File: config.mk
export PLATFORM = sky130hd
export DESIGN_NAME = rpn_stack_pop_flat
export DESIGN_NICKNAME = d
export VERILOG_FILES = /design/src/rtl/rpn_stack_pop_pkg.sv /design/src/rtl/rpn_stack_pop_if.sv /design/src/rtl/rpn_stack_pop_reg_load_enable.sv /design/src/rtl/rpn_stack_pop.sv /design/src/flat_wrapper.sv
export SDC_FILE = /design/constraint.sdc
export NUM_CORES = 1
export LEC_CHECK = 0
export BUFFER_PORTS_ARGS = -buffer_cell sky130_fd_sc_hd__buf_2
export CAP_MARGIN = 20
export CORE_ASPECT_RATIO = 0.8
export CORE_UTILIZATION = 35
export DETAILED_ROUTE_END_ITERATION = 8
export GPL_ROUTABILITY_DRIVEN = 0
export MAX_ROUTING_LAYER = met4
export PLACE_DENSITY_LB_ADDON = 0.2
export SKIP_LAST_GASP = 1
export SLEW_MARGIN = 10
export SYNTH_ARGS = -nofsm -noshare
export SYNTH_HDL_FRONTEND = slang
export SYNTH_SLANG_ARGS = --single-unit
File: constraint.sdc
create_clock -name CLOCK_50 -period 1.8 [get_ports CLOCK_50]
set_input_delay 0.09 -clock CLOCK_50 [delete_from_list [all_inputs] [get_ports CLOCK_50]]
set_output_delay 0.09 -clock CLOCK_50 [all_outputs]
set_load 0.005 [all_outputs]
File: src/rtl/rpn_stack_pop_pkg.sv
// Shared definitions for the RPN operand-stack pop controller:
// default widths, FSM state encoding and the operand-count helper.
package rpn_stack_pop_pkg;

  localparam int DEF_DATA_W = 8;
  localparam int DEF_ADDR_W = 8;

  typedef enum logic [2:0] {
    S_IDLE = 3'b000,
    S_RD_A = 3'b001,
    S_WT_A = 3'b010,
    S_RD_B = 3'b011,
    S_WT_B = 3'b100,
    S_DONE = 3'b101
  } state_e;

  // Number of stack entries a pop consumes: two for a binary op, one otherwise.
  function automatic logic [1:0] pop_need(input logic two);
    logic [1:0] need;
    if (two) begin
      need = 2'd2;
    end else begin
      need = 2'd1;
    end
    return need;
  endfunction

endpackage

File: src/rtl/rpn_stack_pop_if.sv
// Bundle of the pop controller's request, stack-RAM and ALU-side signals.
// master = the caller/environment, slave = the pop controller.
interface rpn_stack_pop_if
  import rpn_stack_pop_pkg::*;
#(
  parameter int DATA_W = DEF_DATA_W,
  parameter int ADDR_W = DEF_ADDR_W
);

  logic              pop_req;
  logic              pop_two;
  logic [ADDR_W-1:0] sp_in;
  logic [DATA_W-1:0] ram_rd_data;
  logic [ADDR_W-1:0] ram_addr;
  logic [DATA_W-1:0] operand_a;
  logic [DATA_W-1:0] operand_b;
  logic              op_valid;
  logic [ADDR_W-1:0] sp_out;
  logic              sp_load;
  logic              underflow;
  logic              busy;

  modport master (
    output pop_req, pop_two, sp_in, ram_rd_data,
    input  ram_addr, operand_a, operand_b, op_valid, sp_out, sp_load, underflow, busy
  );

  modport slave (
    input  pop_req, pop_two, sp_in, ram_rd_data,
    output ram_addr, operand_a, operand_b, op_valid, sp_out, sp_load, underflow, busy
  );

endinterface

File: src/rtl/rpn_stack_pop_reg_load_enable.sv
// Width-parameterised register with load enable and synchronous
// active-low reset to zero. Reset wins over the load enable.
module reg_load_enable #(
  parameter int W = 8
) (
  input  logic         clk,
  input  logic         rst_n,
  input  logic         en,
  input  logic [W-1:0] d,
  output logic [W-1:0] q
);

  logic [W-1:0] data_q;
  logic [W-1:0] data_d;

  // Next value: take the new data when enabled, otherwise hold.
  always_comb begin
    data_d = data_q;
    if (en) begin
      data_d = d;
    end else begin
      data_d = data_q;
    end
  end

  // Storage flop with synchronous reset.
  always_ff @(posedge clk) begin
    if (!rst_n) begin
      data_q <= {W{1'b0}};
    end else begin
      data_q <= data_d;
    end
  end

  assign q = data_q;

endmodule

File: src/rtl/rpn_stack_pop.sv
// Read-side controller of the RPN operand stack. Pops one or two entries
// from the synchronous stack RAM (one-cycle read latency), presents them
// to the ALU with a one-cycle op_valid strobe, and asks the stack pointer
// register to load the decremented pointer with sp_load in the same cycle.
module rpn_stack_pop
  import rpn_stack_pop_pkg::*;
#(
  parameter int DATA_W = DEF_DATA_W,
  parameter int ADDR_W = DEF_ADDR_W
) (
  input logic           CLOCK_50,
  input logic           RESET_N,
  rpn_stack_pop_if.slave bus
);

  state_e            state_q, state_d;
  logic [ADDR_W-1:0] sp_q, sp_d;            // pointer sampled at request
  logic              two_q, two_d;          // pop_two sampled at request
  logic [ADDR_W-1:0] ram_addr_q, ram_addr_d;
  logic              op_valid_q, op_valid_d;
  logic              sp_load_q, sp_load_d;
  logic              underflow_q, underflow_d;
  logic              busy_q, busy_d;

  logic              opa_en_s;
  logic              opb_en_s;
  logic              spo_en_s;
  logic [DATA_W-1:0] opb_data_s;
  logic [ADDR_W-1:0] spo_data_s;
  logic              short_s;               // fewer entries than requested

  assign short_s = (bus.sp_in < ADDR_W'(pop_need(bus.pop_two)));

  // FSM next state, registered strobes and enables for the operand/SP registers.
  always_comb begin
    state_d     = state_q;
    sp_d        = sp_q;
    two_d       = two_q;
    ram_addr_d  = ram_addr_q;
    op_valid_d  = 1'b0;
    sp_load_d   = 1'b0;
    underflow_d = 1'b0;
    opa_en_s    = 1'b0;
    opb_en_s    = 1'b0;
    spo_en_s    = 1'b0;
    opb_data_s  = {DATA_W{1'b0}};
    spo_data_s  = sp_q - ADDR_W'(1);

    case (state_q)
      S_IDLE: begin
        if (bus.pop_req) begin
          if (short_s) begin
            // Refuse without touching RAM or the stack pointer.
            underflow_d = 1'b1;
            state_d     = S_IDLE;
          end else begin
            sp_d       = bus.sp_in;
            two_d      = bus.pop_two;
            ram_addr_d = bus.sp_in - ADDR_W'(1);
            state_d    = S_RD_A;
          end
        end else begin
          state_d = S_IDLE;
        end
      end

      S_RD_A: begin
        state_d = S_WT_A;
      end

      S_WT_A: begin
        opa_en_s = 1'b1;
        if (two_q) begin
          ram_addr_d = sp_q - ADDR_W'(2);
          state_d    = S_RD_B;
        end else begin
          opb_en_s   = 1'b1;
          opb_data_s = {DATA_W{1'b0}};
          spo_en_s   = 1'b1;
          spo_data_s = sp_q - ADDR_W'(1);
          op_valid_d = 1'b1;
          sp_load_d  = 1'b1;
          state_d    = S_DONE;
        end
      end

      S_RD_B: begin
        state_d = S_WT_B;
      end

      S_WT_B: begin
        opb_en_s   = 1'b1;
        opb_data_s = bus.ram_rd_data;
        spo_en_s   = 1'b1;
        spo_data_s = sp_q - ADDR_W'(2);
        op_valid_d = 1'b1;
        sp_load_d  = 1'b1;
        state_d    = S_DONE;
      end

      S_DONE: begin
        state_d = S_IDLE;
      end

      default: begin
        state_d = S_IDLE;
      end
    endcase

    busy_d = (state_d != S_IDLE);
  end

  // State and registered control outputs; reset aborts any pop in flight.
  always_ff @(posedge CLOCK_50) begin
    if (!RESET_N) begin
      state_q     <= S_IDLE;
      sp_q        <= {ADDR_W{1'b0}};
      two_q       <= 1'b0;
      ram_addr_q  <= {ADDR_W{1'b0}};
      op_valid_q  <= 1'b0;
      sp_load_q   <= 1'b0;
      underflow_q <= 1'b0;
      busy_q      <= 1'b0;
    end else begin
      state_q     <= state_d;
      sp_q        <= sp_d;
      two_q       <= two_d;
      ram_addr_q  <= ram_addr_d;
      op_valid_q  <= op_valid_d;
      sp_load_q   <= sp_load_d;
      underflow_q <= underflow_d;
      busy_q      <= busy_d;
    end
  end

  reg_load_enable #(.W(DATA_W)) u_operand_a (
    .clk   (CLOCK_50),
    .rst_n (RESET_N),
    .en    (opa_en_s),
    .d     (bus.ram_rd_data),
    .q     (bus.operand_a)
  );

  reg_load_enable #(.W(DATA_W)) u_operand_b (
    .clk   (CLOCK_50),
    .rst_n (RESET_N),
    .en    (opb_en_s),
    .d     (opb_data_s),
    .q     (bus.operand_b)
  );

  reg_load_enable #(.W(ADDR_W)) u_sp_out (
    .clk   (CLOCK_50),
    .rst_n (RESET_N),
    .en    (spo_en_s),
    .d     (spo_data_s),
    .q     (bus.sp_out)
  );

  assign bus.ram_addr  = ram_addr_q;
  assign bus.op_valid  = op_valid_q;
  assign bus.sp_load   = sp_load_q;
  assign bus.underflow = underflow_q;
  assign bus.busy      = busy_q;

endmodule

File: src/flat_wrapper.sv
// flat-port wrapper written by rule: the top's interface ports become plain ports
module rpn_stack_pop_flat import rpn_stack_pop_pkg::*;
#(
  parameter int DATA_W = DEF_DATA_W,
  parameter int ADDR_W = DEF_ADDR_W
)
  (CLOCK_50, RESET_N, bus_pop_req, bus_pop_two, bus_sp_in, bus_ram_rd_data, bus_ram_addr, bus_operand_a, bus_operand_b, bus_op_valid, bus_sp_out, bus_sp_load, bus_underflow, bus_busy);
  rpn_stack_pop_if #(.DATA_W(DATA_W), .ADDR_W(ADDR_W)) bus_i ();
  input logic CLOCK_50;
  input logic RESET_N;
  input wire logic [$bits(bus_i.pop_req)-1:0] bus_pop_req;
  input wire logic [$bits(bus_i.pop_two)-1:0] bus_pop_two;
  input wire logic [$bits(bus_i.sp_in)-1:0] bus_sp_in;
  input wire logic [$bits(bus_i.ram_rd_data)-1:0] bus_ram_rd_data;
  output wire logic [$bits(bus_i.ram_addr)-1:0] bus_ram_addr;
  output wire logic [$bits(bus_i.operand_a)-1:0] bus_operand_a;
  output wire logic [$bits(bus_i.operand_b)-1:0] bus_operand_b;
  output wire logic [$bits(bus_i.op_valid)-1:0] bus_op_valid;
  output wire logic [$bits(bus_i.sp_out)-1:0] bus_sp_out;
  output wire logic [$bits(bus_i.sp_load)-1:0] bus_sp_load;
  output wire logic [$bits(bus_i.underflow)-1:0] bus_underflow;
  output wire logic [$bits(bus_i.busy)-1:0] bus_busy;
  assign bus_i.pop_req = bus_pop_req;
  assign bus_i.pop_two = bus_pop_two;
  assign bus_i.sp_in = bus_sp_in;
  assign bus_i.ram_rd_data = bus_ram_rd_data;
  assign bus_ram_addr = bus_i.ram_addr;
  assign bus_operand_a = bus_i.operand_a;
  assign bus_operand_b = bus_i.operand_b;
  assign bus_op_valid = bus_i.op_valid;
  assign bus_sp_out = bus_i.sp_out;
  assign bus_sp_load = bus_i.sp_load;
  assign bus_underflow = bus_i.underflow;
  assign bus_busy = bus_i.busy;
  rpn_stack_pop #(.DATA_W(DATA_W), .ADDR_W(ADDR_W)) u_core (.CLOCK_50(CLOCK_50), .RESET_N(RESET_N), .bus(bus_i));
endmodule
======== Yosys cells after proc, flatten, opt, wreduce, memory -nomap -nowiden ========
Index checks and enable logic that the tools add are counted.
word-level totals
  register bits ........................... 47
  input bits .............................. 20
  output and inout bits ................... 36
  word-level logic and storage cells ...... 43
operators by class
  add/subtract/negate cells ............... 3
  magnitude comparators ................... 1
  equal/unequal tests ..................... 7
  muxes and demuxes ....................... 15
  bitwise operators ....................... 1
  reduce and logical (&&, ||, !) cells .... 6
operators with widths
  operator             count
  $mux 8               5
  $pmux 8 s2           1
  $sub 8x1->8 const B  2
  $pmux 3 s5           1
  $lt 8x2->1           1
  $sub 8x2->8 const B  1
  $eq 3x2->1 const B   2
  $reduce_and 3->1     2
  $mux 1               5
  $ne 2x2->1 const B   2
  $reduce_and 4->1     1
  $eq 3x1->1 const B   1
  $eq 3x3->1 const B   1
  $logic_not 3->1      1
  $mux 3               1
  $reduce_bool 3->1    1
  $mux 2               1
  $ne 2x1->1 const B   1
  $pmux 1 s2           1
  $reduce_bool 2->1    1
  $not 1->1            1

======== Logic depth before layout (Yosys ltp) ========
Gate-level depths: netlist of the first run.
  word-level depth ........................ 6
  gate-level depth with buffers ........... 7
  gate-level depth less buffers ........... 6

======== By module ========
Synthesis of the first run repeated with hierarchy kept, for this count alone.
unflattened totals
  cells, all modules ...................... 260
  area total of the unflattened synthesis .. 2,409.8 um2
modules (own cells, without submodules)
  module           times used  cells each  area an instance (um2)  seq. area each (um2)
  rpn_stack_pop    1           185         1,505.2                 460.4
  reg_load_enable  3           25          301.5                   160.2

======== Worst setup path after synthesis of the first run ========
No wires, ideal clock.
  path kind ............................... register -> register
  start ................................... register u_core.sp_q[1]
  end ..................................... register u_core.u_sp_out.data_q[7] (netlist: u_core.u_sp_out.q[7])
  setup time .............................. 0.130 ns
  arrival ................................. 1.749 ns
  data required time ...................... 1.670 ns
  slack ................................... -0.079 ns
  cell stages (with the launch flop) ...... 8
  buffers on the path ..................... 1
  period minus slack after synthesis ...... 1.879 ns
  cells stage by stage .................... dfxtp_1 clkbuf_1 inv_1 ha_1 or4b_1 a311oi_1 xnor2_1 a21oi_1
between the ends
  cells in the longest elaborated chain, start to end .. 2
  elaborated cells between the ends (all ways) .. 3
  those cells by class .................... add/sub (2); mux (1)
RTL lines
  what                                        RTL line                                                       source
  start, declared                             rpn_stack_pop.sv:17                                            logic [ADDR_W-1:0] sp_q, sp_d;
  start signal, assigned                      rpn_stack_pop.sv:117                                           sp_q <= {ADDR_W{1'b0}};
  start signal, assigned                      rpn_stack_pop.sv:126                                           sp_q <= sp_d;
  $sub 8x1->8 or $sub 8x2->8 (tied branches)  rpn_stack_pop.sv:47, rpn_stack_pop.sv:80, rpn_stack_pop.sv:95
  $mux 8 (*)                                  -
  end signal, assigned                        rpn_stack_pop_reg_load_enable.sv:29                            data_q <= {W{1'b0}};
  end signal, assigned                        rpn_stack_pop_reg_load_enable.sv:31                            data_q <= data_d;
  end, declared                               rpn_stack_pop_reg_load_enable.sv:13                            logic [W-1:0] data_q;
Mark *: on every way between the ends. The rest lies on a longest branch, timed or not.
A chain may end at the register's enable or synchronous reset.

======== Worst setup path in the final report of the first run ========
  start ................................... register u_core.state_q[1]
  end ..................................... register u_core.ram_addr_q[6] (netlist: u_core.bus.ram_addr[6])
between the ends
  cells in the longest elaborated chain, start to end .. 3
  elaborated cells between the ends (all ways) .. 8
  those cells by class .................... eq/ne (4); mux (1); reduce/logical (3)
RTL lines
  what                                                       RTL line              source
  start, declared                                            rpn_stack_pop.sv:16   state_e state_q, state_d;
  start signal, assigned                                     rpn_stack_pop.sv:125  state_q <= state_d;
  $eq 3x2->1 or $logic_not 3->1 (tied branches)              rpn_stack_pop.sv:49   case (state_q)
  $ne 2x1->1 (no source line), or another cell as far along  -
  $reduce_and 4->1 (no source line)                          -
  end signal, assigned                                       rpn_stack_pop.sv:119  ram_addr_q <= {ADDR_W{1'b0}};
  end signal, assigned                                       rpn_stack_pop.sv:128  ram_addr_q <= ram_addr_d;
  end, declared                                              rpn_stack_pop.sv:19   logic [ADDR_W-1:0] ram_addr_q, ram_addr_d;
Several ways; a longest one is shown, not always the timed one.

==> summary.txt, run 1 <==
Detailed routing
  • Antenna-violating nets left: 0
  • Met3 routed WL: 330 um
  • WL met1: between 3000 and 4000 um
  • Final wirelength: slightly above 6000 um
  • Vias: 2149
  • WL/cell: 15.14 um
  • Initial DRC count: 88
  • Top sig layer: met4
  • Post-DR vias/cell: 5.241
  • Met2 wire length: around 2800 um
  • 1st-pass router iterations: 4
  • DRC violation count after routing: 0

Power
  • P_leak: 1.203 nW
  • NetSw: ~0.8 mW
  • Combinational share of power: between 20% and 30%
  • Sw frac: roughly a third
  • Flop pwr share: between 40% and 50%
  • Clock Power Share: 25.0%
  • Maximum VDD drop: 0.0003462 V
  • Pwr Density: around 900 nW/um^2
  • Overall power: roughly 2.5 mW
  • P_int: ~1.7 mW

Critical path
  • R2r worst-path depth: 5
  • Reg-to-reg endpoint: u_core.bus.ram_addr[6]
  • Critical path fanouts, max: 8
  • Reg2reg start: u_core.state_q[1]
  • Critical path cell sequence: or4b_4 -> a31oi_4 -> buf_12 -> o21ai_4 -> o32ai_1
  • Slowest cell on the critical path: or4b_4
  • Crit. End Element: flop
  • Data arrival time of the critical path: 1.91 ns
  • Worst endpoint required time: 2.00 ns
  • Worst reg-to-reg setup slack: approximately 0.094 ns
  • Critical setup path kind: reg -> reg
  • Slowest cell delay on critical path: roughly 0.57 ns
  • Startpoint Class: flop

Clock tree
  • Worst-Skew Late Latency: 0.29 ns
  • H-tree levels: 2
  • Clock Tree Root: clkbuf_8
  • Maximum clock insertion buffer count: 2
  • CTS clk-pin slew, worst paths: roughly 0.090 ns
  • CTS sink cnt: 47
  • CTS tree: built
  • Inserted Clock Buffers: 5
  • Post-CTS setup buffer count: 0

Synth
  • Register area share after synthesis: a little over two fifths
  • Synthesized area per cell: 8.532 sq um
  • Gate Count Post-Synth: 265
  • Post-synth ARST share: 0%
  • Synth Cell Area: 2261 sq um
  • #FFs+latches synth: between 40 and 50
  • Synth Net Count: just under 300
  • Distinct cells, synth: 49
  • Ys Warns: 0
  • Synth Flop Type: dfxtp_1
  • Number of synthesized flops with an enable pin: 0

Global routing
  • First-pass GRT wire length: about 9900 um
  • Largest net degree at the start of global routing: 31
  • Gr usage total: between 10% and 20%
  • Grt ovf: 0
  • Initial antenna violation count: 0
  • Vias in the first global route: between 1500 and 2000

Timing
  • Final Slew Violations: 0
  • Minimum clock period: 1.706 ns
  • Fin Clk Skew: between 0.005 and 0.006 ns
  • Hold Violations, Final: 0
  • Post-route setup TNS: 0 ns
  • Fin crit share: between 90% and 100%
  • Maximum clock rate: 586.1 MHz
  • RSZ-0062 raised after global routing: false
  • Final WS setup: about 0.094 ns
  • Final setup fails: 0
  • Actual slew at the worst max-slew pin: around 0.55 ns
  • Worst rel slew slack: 62.88%

Placed design
  • Placement Setup Slack: about 0.076 ns
  • # port buffers: 55
  • Hpwl dp: between 4000 and 5000 um

Final layout
  • FILL cells: a little over 600
  • Multi-input logic area: 1222 sq um
  • Layout cells sized above 1: 29.48%
  • Storage cell area: about 940 sq um
  • ANT cells: 0
  • Layout area overhead: 24.79%
  • Final core occ: between 40% and 50%
  • Layout Nets: around 350

Status
  • Status: finished, final reports clean

Worst hold path
  • WHS Endpoint: u_core.u_operand_b.q[4]
  • Worst Hold Class: in -> reg
  • Hold path cells: 2
  • Worst hold start: bus_ram_rd_data[4]

Floorplan
  • Total core area: ~6100 sq um
  • Cell Rows: 25
  • Die area: 6787 sq um
  • DIE HEIGHT: ~74 um
  • Die X: 91.86 um
  • Initial Util: around 37%
  • Number of I/O pins: 56

Job
  • Max_cap viols: 0
## area by class of cell
class	count	share of cell area (%)
multi-input cells	190	43.33
flip-flops and latches	47	33.35
repair buffers	75	15.52
well taps	81	3.592
clock buffers	6	2.572
inverters	9	1.197
clock inverters	2	0.4435
## cell families after synthesis
logic type               Yosys count  synth area share (%)
buffers and inverters             28                 5.312
multiplexers                       5                 2.214
AO/OA/AOI/OAI                     71                 21.92
adder cells (fa/ha/maj)            5                 2.767
flip-flops                        47                 41.62
AND/OR/NAND/NOR                   99                 22.30
XOR/XNOR                          10                 3.874
## layout by cell type, fill, tap and decap left out, types with 3 or more instances in the layout
cell type,count
a211oi_1,3
xnor2_1,5
nand3_1,6
a21oi_1,25
dfxtp_1,47
nand2_1,38
buf_2,55
a22o_1,8
o21ai_0,10
or4_1,3
o32ai_1,5
nor3_1,12
nor3b_1,3
o221ai_1,4
o21a_1,4
buf_4,19
ha_1,4
clkbuf_8,5
inv_1,8
nor2_1,18
xor2_1,5
mux2i_1,5
## power by group through the flow
stage          logic, mW  registers, mW  clock network [mW]
2_1_floorplan      0.433           1.22                   0
3_3_place_gp       0.690           1.22                   0
3_5_place_dp       0.695           1.23                   0
4_1_cts            0.697           1.20               0.658
5_1_grt            0.772           1.22               0.694
6_report           0.698           1.20               0.635
## layer usage
metal | track usage (%) | up-vias
met5 | - | -
li1 | - | 1077
met2 | 29.02 | 59
met4 | 3.646 | 0
met3 | 3.313 | 2
met1 | 27.19 | 1011
## sequential cells by signal, summed over array words and instances (netlist names)
name / flops
u_core.sp_q: 8
u_core.u_sp_out.q: 8
u_core.bus.sp_load: 1
u_core.bus.busy: 1
u_core.u_operand_a.q: 8
u_core.bus.underflow: 1
u_core.two_q: 1
u_core.bus.ram_addr: 8
u_core.u_operand_b.q: 8
u_core.state_q: 3
## worst max-delay path: cells and delay by family, from the launching register on
family | cells | cell delay [ns]
simple gates | 1 | 0.57
buf+inv | 1 | 0.15
flops | 1 | 0.34
compound gates | 3 | 0.55
## cells in the mapped netlist (4+ instances only)
cell	n	area share [%]
o221ai_1	4	1.5
clkbuf_1	13	2.2
nor3_1	14	3.1
ha_1	5	2.8
o32ai_1	5	1.9
a21oi_1	25	5.5
inv_1	9	1.5
a22o_1	8	3.1
o21a_1	4	1.3
o21ai_0	10	2.2
nor2_1	18	3.0
mux2i_1	5	2.2
dfxtp_1	47	42
nand3_1	6	1.3
xor2_1	5	1.9
nand2_1	38	6.3
xnor2_1	5	1.9
## per-stage QoR
| stage | cells | hold slack, ns | cell area (sq um) |
|---|---|---|---|
| after CTS | 410 | 0.01085 | 2811 |
| after global placement | 402 | 0.3158 | 2726 |
| after floorplan | 265 | 0.2157 | 2273 |
| final | 410 | 0.01692 | 2821 |
| after detailed placement | 402 | 0.3208 | 2726 |
| after global routing | 410 | 0.01266 | 2821 |
## worst max path at each step
stage	start	end	slack, ns	depth (start not counted)
3_3_place_gp	u_core.sp_q[2]	u_core.bus.ram_addr[6]	0.13	5
6_report	u_core.state_q[1]	u_core.bus.ram_addr[6]	0.09	5
2_1_floorplan	u_core.sp_q[1]	u_core.u_sp_out.q[7]	0.003	7
5_1_grt	u_core.state_q[1]	u_core.u_sp_out.q[4]	0.005	6
4_1_cts	u_core.sp_q[2]	u_core.bus.ram_addr[6]	0.07	5
3_5_place_dp	u_core.sp_q[2]	u_core.bus.ram_addr[6]	0.08	5
## repair_timing
item / 4_1_cts / 5_1_grt
endpoints found under the setup margin: 0 / 1
hold buffers: 0 / 0
gates resized for setup: 0 / 2
Power figures use the tool's default switching activity.
==> inputs of run 2 (changes only) <==
SETUP_SLACK_MARGIN = 0.1   (was unset)
TNS_END_PERCENT = 30   (was unset)
==> summary.txt, run 2 (synthesis results as in run 1) <==
Detailed routing
  • 1st-pass router iterations: 5 (+1)
  • Final wirelength: 6299 um (+1.5%)
  • WL/cell: 15.14 um (about the same)
  • DRC violation count after routing: 0 (unchanged)
  • Vias: 2183 (+1.6%)
  • Post-DR vias/cell: 5.248 (+0.12%)
  • Initial DRC count: 97 (+10%)
  • Antenna-violating nets left: 0 (unchanged)

Floorplan
  • Die area: 6787 sq um (unchanged)
  • Number of I/O pins: 56 (unchanged)
  • DIE HEIGHT: 73.89 um (unchanged)
  • Die X: 91.86 um (unchanged)
  • Initial Util: 37.26% (unchanged)
  • Cell Rows: 25 (unchanged)
  • Total core area: 6068 sq um (unchanged)

Timing
  • Actual slew at the worst max-slew pin: 0.5745 ns (+0.02356 ns)
  • Fin crit share: 91.68% (-3.1 points)
  • Final setup fails: 0 (unchanged)
  • Final Slew Violations: 0 (unchanged)
  • Minimum clock period: 1.650 ns (-0.05586 ns)
  • Worst rel slew slack: 61.29% (-1.6 points)
  • Post-route setup TNS: 0 ns (unchanged)
  • Hold Violations, Final: 0 (unchanged)
  • Maximum clock rate: 606.0 MHz (+3.4%)
  • Fin Clk Skew: 0.01331 ns (+0.008083 ns)
  • RSZ-0062 raised after global routing: true

Clock tree
  • Inserted Clock Buffers: 5 (unchanged)
  • Clock Tree Root: clkbuf_8
  • Maximum clock insertion buffer count: 2 (unchanged)
  • CTS clk-pin slew, worst paths: 0.09 ns (about the same)
  • Hold buffer count at cts: 0 (unchanged)
  • CTS sink cnt: 47 (unchanged)
  • CTS tree: built
  • H-tree levels: 2 (unchanged)
  • Worst-Skew Late Latency: 0.30 ns (about the same)

Final layout
  • ANT cells: 0 (unchanged)
  • Most frequent cells in the layout: 55 x buf_2, 43 x dfxtp_1, 37 x nand2_1
  • Non-Filler Instances: 416 (+1.5%)
  • Layout cells sized above 1: 34.03% (+4.5 points)
  • Layout Nets: 359 (+1.7%)
  • Commonest non-fill, non-tap cell in the layout: buf_2
  • Layout area overhead: 29.72%

Placed design
  • Hpwl dp: 4657 um (+3.6%)
  • Cells after DPL: 404 (+0.50%)
  • # port buffers: 55 (unchanged)

Critical path
  • Critical path cell sequence: or4b_4 -> a31oi_4 -> buf_6 -> o21ai_4 -> o32ai_1
  • Slowest cell delay on critical path: 0.57 ns (about the same)
  • CP endpoint: u_core.bus.ram_addr[7]
  • Worst endpoint required time: 2.02 ns (+0.02 ns)
  • Critical Path Start: u_core.state_q[2]
  • Reg2reg start: u_core.state_q[2]
  • Data arrival time of the critical path: 1.87 ns (-0.04 ns)
  • CP top delay family: simple AND/OR/NAND/NOR gates
  • Worst reg-to-reg setup slack: 0.15 ns (+0.06 ns)
  • Critical path fanouts, max: 4 (-4)
  • Slowest cell on the critical path: or4b_4
  • R2r worst-path depth: 5 (unchanged)
  • Crit. End Element: flop
  • Total stage count of the critical path: 5 (unchanged)
  • Startpoint Class: flop
  • Critical setup path kind: reg -> reg
  • CP bufs+invs: 1 (unchanged)
  • Reg-to-reg endpoint: u_core.bus.ram_addr[7]

Job
  • Max_cap viols: 0 (unchanged)

Worst hold path
  • Worst Hold Class: in -> reg

Global routing
  • First-pass GRT wire length: 9818 um (-0.50%)
  • Grt ovf: 0 (unchanged)
  • Gr usage total: 19.38% (+0.12 points)
  • Initial antenna violation count: 0 (unchanged)
  • Largest net degree at the start of global routing: 24 (-23%)
  • Vias in the first global route: 1968 (-0.051%)

Power
  • P_leak: 1.250 nW (+3.9%)
  • Maximum VDD drop: 0.0003848 V (+11%)
  • Pwr Density: 887.7 nW/um^2 (-1.2%)

Status
  • Status: finished, final reports clean
## run 2: cell count changes in the layout (fill, tap and decap cells not counted), sizes merged
cell    previous run  this run
clkbuf             6         5
buf               75        81
clkinv             1         2
## run 2: layout make-up
type | count | area, sq um
clock buffers | 5 | 68.82
clock inverters | 3 | 25.02
fillers | 619 | 3136
inverters | 9 | 36.28
multi-input cells | 190 | 1260
flip-flops and latches | 47 | 950.9
well taps | 81 | 101.3
repair buffers | 81 | 490.5
## run 2: worst min-delay path by stage
stage                                   from                       to  slack (ns)  cells after the start
final                     bus_ram_rd_data[0]  u_core.u_operand_b.q[0]       0.008                      2
after global routing      bus_ram_rd_data[5]  u_core.u_operand_b.q[5]       0.006                      2
after CTS                 bus_ram_rd_data[0]  u_core.u_operand_b.q[0]      0.0003                      2
after detailed placement  bus_ram_rd_data[3]  u_core.u_operand_b.q[3]        0.32                      2
after global placement    bus_ram_rd_data[0]  u_core.u_operand_b.q[0]        0.32                      2
after floorplan           bus_ram_rd_data[0]  u_core.u_operand_b.q[0]        0.22                      1
## run 2: timing repair
item	4_1_cts	5_1_grt
buffers inserted	0	4
resized for setup	0	17
endpoints found under the hold margin	0	0
endpoints found under the setup margin	0	11
## run 2: worst reg2reg max path: cells and delay by family, from the launching register on
| family | cells | cell delay, ns |
|---|---|---|
| buffers and inverters | 1 | 0.14 |
| DFF | 1 | 0.35 |
| and+or+nand+nor | 1 | 0.57 |
| AOI/OAI and AO/OA | 3 | 0.51 |
## run 2: per-layer routing
layer / GRT usage [%] / vias to the layer above / part of all wire, %
met4: 4.167 / 0 / 0.40
met1: 28.27 / 1059 / 52
met3: 3.416 / 2 / 4.0
met5: - / - / 0
met2: 27.69 / 35 / 43
li1: - / 1087 / -
## run 2: per-stage QoR
step                total power, mW  worst slack (ns)  util, %  hold WS, ns  area [sq um]
floorplan                     1.653           0.08495        -       0.2157          2285
global placement              1.914            0.1432    45.34       0.3174          2751
detailed placement            1.920            0.1348    45.34       0.3188          2751
CTS                           2.577            0.1264    46.89    0.0003209          2845
global route                  2.759           0.08370    48.33     0.005793          2933
finish                        2.604            0.1497    48.33     0.007546          2933
## run 2: report_power, final
group          switching, mW  internal, mW  leakage (nW)
Sequential            0.0675          1.14         0.386
Combinational          0.392         0.350         0.820
Clock                  0.379         0.278        0.0443
==> inputs of run 3 (changes only) <==
ABC_AREA = 1   (was unset)
==> summary.txt, run 3 <==
Synth
  • Synth top area share: 41.39% (-0.23 points)
  • Post-synth ARST share: 0% (unchanged)
  • Ranking of synthesized cells by area: dfxtp_1 41%, nand2_1 15%, a21oi_1 6.8%
  • #FFs+latches synth: 47 (unchanged)
  • Synthesized area per cell: 6.827 sq um (-20%)
  • Number of synthesized flops with an enable pin: 0 (unchanged)
  • Synth Flop Type: dfxtp_1
  • Post-synth top cells: 91 x nand2_1, 47 x dfxtp_1, 36 x nor2_1
  • Register area share after synthesis: 41.39% (-0.23 points)
  • Distinct cells, synth: 27 (-45%)
  • Ys Warns: 0 (unchanged)
  • Synth Net Count: 358 (+23%)
  • Post-synth top area cell: dfxtp_1
  • Gate Count Post-Synth: 333 (+26%)
  • Synth Cell Area: 2273 sq um (+0.55%)
  • Most common cell in the netlist: nand2_1

Job
  • Max_cap viols: 0 (unchanged)

Critical path
  • Crit. End Element: flop
  • Worst endpoint required time: 2.04 ns (+0.02 ns)
  • Critical Path Start: u_core.state_q[1]
  • Total stage count of the critical path: 8 (+3)
  • Slowest cell delay on critical path: 0.38 ns (-0.19 ns)
  • Reg-to-reg endpoint: u_core.u_sp_out.q[5]
  • CP top delay family: simple AND/OR/NAND/NOR gates
  • R2r worst-path depth: 8 (+3)
  • Data arrival time of the critical path: 1.78 ns (-0.09 ns)
  • Worst reg-to-reg setup slack: 0.26 ns (+0.11 ns)
  • Startpoint Class: flop
  • Reg2reg start: u_core.state_q[1]
  • Cell mode on critical path: nor2_4
  • Critical setup path kind: reg -> reg
  • Critical path fanouts, max: 13 (+9)
  • CP endpoint: u_core.u_sp_out.q[5]
  • CP bufs+invs: 2 (+1)
  • Critical path cell sequence: nor2_2 -> nand2_2 -> inv_6 -> nor2_4 -> buf_4 -> nor2_4 -> o21ai_0 -> o21ai_1
  • Slowest cell on the critical path: dfxtp_1

Status
  • Status: finished, final reports clean

Final layout
  • ANT cells: 0 (unchanged)
  • Layout cells sized above 1: 23.23% (-11 points)
  • Layout area overhead: 21.74%
  • Most frequent cells in the layout: 90 x nand2_1, 55 x buf_2, 47 x dfxtp_1
  • FILL cells: 666 (+7.6%)
  • Commonest non-fill, non-tap cell in the layout: nand2_1
  • Storage cell area: 940.9 sq um (-1.1%)
  • Layout Nets: 420 (+17%)
  • Multi-input logic area: 1129 sq um (-10%)

Placed design
  • # port buffers: 55 (unchanged)
  • Hpwl dp: 4478 um (-3.9%)
  • Placement Setup Slack: 0.1432 ns (+0.008351 ns)

Detailed routing
  • Final wirelength: 5796 um (-8.0%)
  • WL/cell: 12.15 um (-20%)
  • Post-DR vias/cell: 4.635 (-12%)
  • Initial DRC count: 163 (+68%)
  • Vias: 2211 (+1.3%)
  • 1st-pass router iterations: 4 (-1)
  • DRC violation count after routing: 0 (unchanged)
  • Antenna-violating nets left: 0 (unchanged)

Timing
  • Final Slew Violations: 0 (unchanged)
  • Post-route setup TNS: 0 ns (unchanged)
  • Final setup fails: 0 (unchanged)
  • Fin crit share: 85.82% (-5.9 points)
  • Final WS setup: 0.2552 ns (+0.1055 ns)
  • Hold Violations, Final: 0 (unchanged)
  • Fin Clk Skew: 0.004944 ns (-0.008365 ns)
  • Maximum clock rate: 647.3 MHz (+6.8%)
  • Minimum clock period: 1.545 ns (-0.1055 ns)
  • RSZ-0062 raised after global routing: true
  • Worst rel slew slack: 67.21% (+5.9 points)
  • Actual slew at the worst max-slew pin: 0.4907 ns (-0.08388 ns)

Global routing
  • Vias in the first global route: 1947 (-1.1%)
  • Grt ovf: 0 (unchanged)
  • First-pass GRT wire length: 9342 um (-4.8%)
  • Initial antenna violation count: 0 (unchanged)
  • Gr usage total: 18.18% (-1.2 points)
  • Largest net degree at the start of global routing: 21 (-13%)

Clock tree
  • Worst-Skew Late Latency: 0.30 ns (about the same)
  • Clock Tree Root: clkbuf_8
  • CTS tree: built
  • Inserted Clock Buffers: 5 (unchanged)
  • CTS clk-pin slew, worst paths: 0.09 ns (about the same)
  • H-tree levels: 2 (unchanged)
  • Maximum clock insertion buffer count: 2 (unchanged)
  • CTS sink cnt: 47 (unchanged)

Worst hold path
  • Worst Hold Class: in -> reg
  • Hold path cells: 3 (+1)

Power
  • Maximum VDD drop: 0.0003293 V (-14%)
  • P_leak: 1.343 nW (+7.4%)
  • Pwr Density: 848.9 nW/um^2 (-4.4%)

Floorplan
  • DIE HEIGHT: 74.09 um (+0.27%)
  • Die area: 6824 sq um (+0.54%)
  • Number of I/O pins: 56 (unchanged)
  • Initial Util: 37.27% (about the same)
  • Cell Rows: 25 (unchanged)
  • Total core area: 6100 sq um (+0.52%)
  • Die X: 92.11 um (+0.27%)
-- run 3: cell types whose count changed after synthesis, moves of 6 or more --
cell / before / now
inv_1: 9 / 33
nand3_1: 6 / 20
a22o_1: 8 / 0
nand4_1: 0 / 6
clkbuf_1: 13 / 3
a21oi_1: 25 / 31
nand2_1: 38 / 91
nor2_1: 18 / 36
nor3_1: 14 / 3
o21ai_0: 10 / 22
-- run 3: through the flow --
| stage | util [%] | hold slack, ns | std cells | cell area [sq um] | power [mW] |
|---|---|---|---|---|---|
| 5_1_grt | 45.37 | 0.03908 | 477 | 2768 | 2.511 |
| 6_report | 45.37 | 0.03328 | 477 | 2768 | 2.349 |
| 3_5_place_dp | 43.16 | 0.3559 | 464 | 2633 | 1.718 |
| 4_1_cts | 44.59 | 0.03037 | 472 | 2720 | 2.350 |
| 3_3_place_gp | 43.16 | 0.3537 | 464 | 2633 | 1.719 |
| 2_1_floorplan | - | 0.2338 | 333 | 2273 | 1.548 |
-- run 3: per-layer routing --
metal / track usage (%) / routed length, um
met1: 27.03 / 3250
met2: 24.46 / 2282
met3: 2.965 / 214
met4: 6.076 / 48
met5: - / 0
-- run 3: cell type report --
| cell class | instances | area share (%) |
|---|---|---|
| clock buffers | 5 | 2.486 |
| flip-flops and latches | 47 | 34.00 |
| repair buffers | 67 | 13.20 |
| multi-input cells | 237 | 40.78 |
| clock inverters | 3 | 0.6781 |
| inverters | 37 | 5.199 |
| well taps | 81 | 3.662 |
-- run 3: where the power goes --
| group | total (mW) | internal [mW] | switching, mW |
|---|---|---|---|
| logic | 0.546 | 0.208 | 0.337 |
| clock network | 0.635 | 0.274 | 0.361 |
| registers | 1.17 | 1.12 | 0.0508 |
-- run 3: worst min path at each step --
stage                                  start                       to  slack, ns
after global routing      bus_ram_rd_data[4]  u_core.u_operand_a.q[4]       0.04
final                     bus_ram_rd_data[1]  u_core.u_operand_a.q[1]       0.03
after global placement    bus_ram_rd_data[6]  u_core.u_operand_a.q[6]       0.35
after detailed placement  bus_ram_rd_data[1]  u_core.u_operand_a.q[1]       0.36
after floorplan           bus_ram_rd_data[0]  u_core.u_operand_a.q[0]       0.23
after CTS                 bus_ram_rd_data[1]  u_core.u_operand_a.q[1]       0.03
-- run 3: worst register-to-register path: stages, from the launching register on --
cell and delay [ns]:
dfxtp_1 0.38, nor2_2 0.18, nand2_2 0.18, inv_6 0.17
nor2_4 0.08, buf_4 0.15, nor2_4 0.13, o21ai_0 0.10
o21ai_1 0.12
-- run 3: cell families after synthesis --
kind of cell / count (synthesis) / synth area share (%)
compound gates: 64 / 14.69
xor+xnor: 2 / 0.7706
fa+ha+maj: 5 / 2.752
buf+inv: 49 / 9.191
flops: 47 / 41.39
simple gates: 166 / 31.21
-- run 3: what timing repair did --
| item | in CTS | in global routing |
|---|---|---|
| gates resized for setup | 0 | 6 |
| setup endpoints to repair | 0 | 20 |
| setup buffers | 0 | 5 |
| hold buffers | 0 | 0 |
